File: src/rtl/regfile_wb_arbiter.sv
// Register-file writeback arbiter. It merges the ALU writeback port (A), which cannot
// be stalled, with a buffered load/multiply port (B) onto one registered write port.
module regfile_wb_arbiter #(
    parameter int STARVE_LIMIT = 3
) (
    input  logic        clk_in,
    input  logic        reset_n,
    input  logic        a_valid,
    input  logic [4:0]  a_rd,
    input  logic [31:0] a_data,
    input  logic        b_valid,
    output logic        b_ready,
    input  logic [4:0]  b_rd,
    input  logic [31:0] b_data,
    output logic        reg_write,
    output logic [4:0]  write_register,
    output logic [31:0] data_to_write,
    input  logic [4:0]  query_rs1,
    input  logic [4:0]  query_rs2,
    output logic        rs1_hazard,
    output logic        rs2_hazard,
    output logic        stall_req,
    output logic        drop_err
);
    localparam int CW = (STARVE_LIMIT < 1) ? 1 : $clog2(STARVE_LIMIT + 1);
    localparam logic [CW-1:0] LIMIT = CW'(STARVE_LIMIT);

    // Two-entry FIFO kept as a shift register: entry 0 is always the head.
    logic [1:0]        r_valid;
    logic [1:0]        r_squash;
    logic [1:0][4:0]   r_rd;
    logic [1:0][31:0]  r_data;
    logic [CW-1:0]     r_starve;
    logic              r_stall;
    logic              r_drop;
    logic              r_regWrite;
    logic [4:0]        r_wr;
    logic [31:0]       r_wd;

    logic [1:0]        w_count;
    logic              w_bAccept;
    logic              w_enq;
    logic              w_aReq;
    logic              w_aWin;
    logic              w_pop;
    logic              w_drop;
    logic [1:0]        w_nValid;
    logic [1:0]        w_nSquash;
    logic [1:0][4:0]   w_nRd;
    logic [1:0][31:0]  w_nData;
    logic [CW-1:0]     w_starveNext;

    assign w_count   = {r_valid[0] & r_valid[1], r_valid[0] ^ r_valid[1]};
    assign b_ready   = ~w_count[1];
    assign w_bAccept = b_valid & b_ready;
    assign w_enq     = w_bAccept & (b_rd != 5'd0);
    assign w_aReq    = a_valid & (a_rd != 5'd0);
    assign w_aWin    = w_aReq & ~r_stall;
    assign w_pop     = ~w_aWin & r_valid[0];
    assign w_drop    = w_aReq & r_stall;

    // Squash only entries already queued; a same-cycle enqueue is younger than A.
    always_comb begin
        w_nValid  = r_valid;
        w_nSquash = r_squash;
        w_nRd     = r_rd;
        w_nData   = r_data;
        if (w_aWin) begin
            for (int i = 0; i < 2; i++) begin
                if (r_valid[i] && (r_rd[i] == a_rd)) w_nSquash[i] = 1'b1;
            end
        end
        if (w_pop) begin
            w_nValid   = {1'b0, r_valid[1]};
            w_nSquash  = {1'b0, r_squash[1]};
            w_nRd[0]   = r_rd[1];
            w_nData[0] = r_data[1];
        end
        if (w_enq) begin
            if (w_nValid[0]) begin
                w_nValid[1]  = 1'b1;
                w_nSquash[1] = 1'b0;
                w_nRd[1]     = b_rd;
                w_nData[1]   = b_data;
            end else begin
                w_nValid[0]  = 1'b1;
                w_nSquash[0] = 1'b0;
                w_nRd[0]     = b_rd;
                w_nData[0]   = b_data;
            end
        end
    end

    always_comb begin
        w_starveNext = r_starve;
        if (w_pop || !r_valid[0]) begin
            w_starveNext = '0;
        end else if (w_aWin && (r_starve != LIMIT)) begin
            w_starveNext = r_starve + 1'b1;
        end
    end

    function automatic logic hazardFor(input logic [4:0] q);
        logic hit;
        hit = 1'b0;
        for (int i = 0; i < 2; i++) begin
            if (r_valid[i] && !r_squash[i] && (r_rd[i] == q)) hit = 1'b1;
        end
        if (w_bAccept && (b_rd == q)) hit = 1'b1;
        if (r_regWrite && (r_wr == q)) hit = 1'b1;
        return reset_n && (q != 5'd0) && hit;
    endfunction

    always_comb begin
        rs1_hazard = hazardFor(query_rs1);
        rs2_hazard = hazardFor(query_rs2);
    end

    always_ff @(posedge clk_in or negedge reset_n) begin
        if (!reset_n) begin
            r_valid    <= '0;
            r_squash   <= '0;
            r_rd       <= '0;
            r_data     <= '0;
            r_starve   <= '0;
            r_stall    <= 1'b0;
            r_drop     <= 1'b0;
            r_regWrite <= 1'b0;
            r_wr       <= '0;
            r_wd       <= '0;
        end else begin
            r_valid  <= w_nValid;
            r_squash <= w_nSquash;
            r_rd     <= w_nRd;
            r_data   <= w_nData;
            r_starve <= w_starveNext;
            r_stall  <= (w_starveNext == LIMIT);
            if (w_drop) r_drop <= 1'b1;
            if (w_aWin) begin
                r_regWrite <= 1'b1;
                r_wr       <= a_rd;
                r_wd       <= a_data;
            end else if (w_pop) begin
                r_regWrite <= ~r_squash[0];
                r_wr       <= r_rd[0];
                r_wd       <= r_data[0];
            end else begin
                r_regWrite <= 1'b0;
            end
        end
    end

    assign reg_write      = r_regWrite;
    assign write_register = r_wr;
    assign data_to_write  = r_wd;
    assign stall_req      = r_stall;
    assign drop_err       = r_drop;
endmodule

File: config.mk
export PLATFORM = sky130hd
export DESIGN_NAME = regfile_wb_arbiter
export DESIGN_NICKNAME = d
export VERILOG_FILES = /design/src/rtl/regfile_wb_arbiter.sv
export SDC_FILE = /design/constraint.sdc
export NUM_CORES = 1
export LEC_CHECK = 0
export CORE_MARGIN = 2
export CORE_UTILIZATION = 35
export CTS_BUF_LIST = sky130_fd_sc_hd__clkbuf_4
export DETAILED_ROUTE_END_ITERATION = 8
export RECOVER_POWER = 100
export SYNTH_ARGS = -nofsm -noshare
export SYNTH_HDL_FRONTEND = slang
export SYNTH_SLANG_ARGS = --single-unit
File: constraint.sdc
create_clock -name clk_in -period 1.9 [get_ports clk_in]
set_input_delay 0.38 -clock clk_in [delete_from_list [all_inputs] [get_ports clk_in]]
set_output_delay 0.38 -clock clk_in [all_outputs]
set_load 0.05 [all_outputs]
==> flow_metrics.env <==
export IMPL_cp_data_arrival_time_ps=2050
export IMPL_maxSlewHeadroom_pct=26.8
export IMPL_synthArstFlopShare_pct=100
export IMPL_synthTopCellsByArea="dfrtp_1 (51%), mux2i_1 (13%), mux2_4 (4.8%)"
export IMPL_syn_area_per_cell_um2=11.0
export IMPL_synth_most_common_cell="dfrtp_1"
export IMPL_core_area_um2=16500
export IMPL_crit_chain="clkdlybuf4s50_1 > buf_4 > xor2_1 > nor4_1 > nand4b_1 > a31oi_4 > buf_12"
export IMPL_p_per_area_nw_per_um2=1370
export IMPL_syn_to_final_growth_pct=37.4
export IMPL_power_w=0.0111
export IMPL_synth_common_cells="dfrtp_1 (120), mux2i_1 (75), nand2_1 (44), nor2_1 (43), o21ai_1 (40)"
export IMPL_synth_nets=623
export IMPL_setup_tns_ps=-1650
export IMPL_start_util_pct=35.7
export IMPL_htree_levels=4
export IMPL_ys_seq_area_share_pct=50.9
export IMPL_fp_row_count=47
export IMPL_synthAdderAreaFrac_pct=0.212
export IMPL_synth_edf_count=0
export IMPL_ioPinCount=131
export IMPL_grt_use_met2_pct=29.3
export IMPL_cts_tree="built"
export IMPL_finalCritPeriodShare_pct=128
export IMPL_maxSlewViolCount=0
export IMPL_finalCoreUtilization_pct=49.0
export IMPL_ys_flop_type="dfrtp_1"
export IMPL_min_period_ps=2430
export IMPL_endpoint_kind="output pin"
export IMPL_clk_path_buf_depth=2
export IMPL_min_path_type="input pin to flop"
export IMPL_top_usage_layer="met2"
export IMPL_grt_max_degree=121
export IMPL_synth_top_area_cell="dfrtp_1"
export IMPL_hold_viol_final=0
export IMPL_die_y_um=134
export IMPL_numClockSinks=120
export IMPL_p_leak_nw=3.76
export IMPL_synth_xor_area_share_pct=7.27
export IMPL_clockRootBuffer="clkbuf_4"
export IMPL_yosys_warnings=0
export IMPL_pre_cts_slack_ps=-545
export IMPL_clock_fmax_ghz=0.411
export IMPL_path_max_fanout=4
export IMPL_grt_ovfl_total=0
export IMPL_use_met3_pct=4.42
export IMPL_gr_usage_met1_pct=22.7
export IMPL_cp_slowest_cell="clkdlybuf4s50_1"
export IMPL_grt_pass1_wl_mm=24.8
export IMPL_synth_top_family_by_area="multiplexers"
export IMPL_ant_nets=0
export IMPL_vias=4534
export IMPL_chipWidth_um=134
export IMPL_dieArea_um2=17900
export IMPL_grt_pass1_vias=4714
export IMPL_hpwl_mm=10.9
export IMPL_wire_per_inst_um=16.4
export IMPL_violations="negative setup slack"
export IMPL_rsz0062_at_grt="true"
export IMPL_gr_usage_all_layers_pct=17.7
export IMPL_drive_above_1_share_pct=21.3
export IMPL_numCtsBuffers=17
export IMPL_antenna_found_initial=0
export IMPL_drt_initial_drc_count=158
export IMPL_fin_worst_skew_ps=18.3
export IMPL_worst_slack_ps=-535
export IMPL_muxShareOfSynthArea_pct=21.0
export IMPL_status="complete, but fails checks"
export IMPL_drt_vias_per_instance=4.85
export IMPL_synth_top_area_share_pct=50.9
export IMPL_synth_compound_area_share_pct=8.53
export IMPL_syn_cell_area_um2=5900
export IMPL_synth_simple_area_share_pct=8.50
export IMPL_drt_pass1_iterations=4
export IMPL_synthCells=534
export IMPL_crit_required_ps=1520
export IMPL_setup_viol=25
export IMPL_wl_mm=15.3
export IMPL_n_antenna_cell=0
export IMPL_synth_cell_type_count=37
export IMPL_tightest_slew_ps=1100
export IMPL_clk_latency_ps=520
export IMPL_synth_seq_cells=120
export IMPL_routabilityCongestion=0.918
export IMPL_drv_cap=0
export IMPL_fin_nets=790
export IMPL_clkTransAtPathRegs_ps=110
export IMPL_cp_start_kind="input pin"
export IMPL_drc=0
export IMPL_worst_path_largest_cell_delay_ps=530
export IMPL_port_buffers=130
export IMPL_ir_drop_v=0.000558
export IMPL_critPathKind="input pin to output pin"
stage by stage:
step / instance area, um2 / std cells / hold WS, ps
6_report: 8110 / 934 / 383
5_1_grt: 8110 / 934 / 335
4_1_cts: 8130 / 929 / 328
3_5_place_dp: 7810 / 894 / 465
3_3_place_gp: 7810 / 894 / 456
2_1_floorplan: 5970 / 534 / 84.4
layout make-up:
| type | count | area [um2] |
|---|---|---|
| inverters | 3 | 11.3 |
| multi-input cells | 368 | 2800 |
| clock inverters | 11 | 130 |
| well taps | 220 | 275 |
| flip-flops and latches | 120 | 3010 |
| repair buffers | 191 | 1720 |
| clock buffers | 21 | 158 |
| fillers | 1525 | 8420 |
cell families after synthesis:
logic type	after synthesis
xor gates and xnor gates	49
buffers and inverters	46
AOI/OAI and AO/OA	93
DFF	120
muxes	112
and+or+nand+nor	113
adders and majority gates	1
worst max-delay path: cells and delay by family:
kind                   cells  cell delay [ps]
buffers and inverters      3              890
AND/OR/NAND/NOR            2              430
AO/OA/AOI/OAI              1              200
XOR/XNOR                   1              150
power by group:
group / internal (W) / switching [W] / leakage, nW
Sequential: 0.00366 / 0.000763 / 1.40
Clock: 0.000952 / 0.000917 / 0.163
Combinational: 0.00213 / 0.00267 / 2.20
flip-flops by register name (all words and copies together), names as in the netlist:
register        flops
data_to_write      32
drop_err            1
r_data             64
r_rd               10
r_squash            2
r_starve            2
r_valid             2
reg_write           1
stall_req           1
write_register      5
layout by cell type, fill, tap and decap left out, drive strengths merged, types with 2 or more instances in the layout:
| cell type | netlist | final |
|---|---|---|
| bufinv | 0 | 3 |
| dfrtp | 120 | 120 |
| nor4b | 2 | 2 |
| nand2b | 4 | 4 |
| mux2 | 37 | 37 |
| xnor2 | 17 | 17 |
| inv | 3 | 3 |
| nand3 | 2 | 2 |
| nor4 | 7 | 7 |
| buf | 18 | 59 |
| nor3 | 2 | 2 |
| dlygate4sd2 | 0 | 22 |
| clkbuf | 25 | 42 |
| clkinv | 0 | 8 |
| a21oi | 40 | 40 |
| clkdlybuf4s15 | 0 | 2 |
| nor2 | 43 | 43 |
| mux2i | 75 | 75 |
| o21ai | 41 | 41 |
| dlygate4sd3 | 0 | 2 |
| a31oi | 4 | 4 |
| clkdlybuf4s50 | 0 | 84 |
| nand4 | 5 | 5 |
| xor2 | 32 | 32 |
| nand2 | 44 | 44 |
| or4 | 3 | 3 |
final timing paths:
check	slack [ps]	cells after the start	end	startpoint
max	-530	7	rs1_hazard	query_rs1[0]
min in group asynchronous	780	3	reg_write	reset_n
max reg2reg	70	6	r_squash[1]	stall_req
min	380	3	data_to_write[28]	a_data[28]
min reg2reg	490	1	drop_err	drop_err
max in group asynchronous	330	3	stall_req	reset_n
per-layer routing:
layer  vias to the layer above  part of all wire, %
met5                         -                    0
met4                         0                  1.4
met1                      2217                   45
li1                       2186                    -
met3                        18                  4.9
met2                       113                   49
what timing repair did:
action                     in CTS  in global routing
hold endpoints to repair      101                  0
hold buffers                    1                  0
setup endpoints to repair      27                  5
gates resized for setup        35                  7
pin swaps                      13                  2
setup buffers                   2                  5
Power figures use the tool's default switching activity.
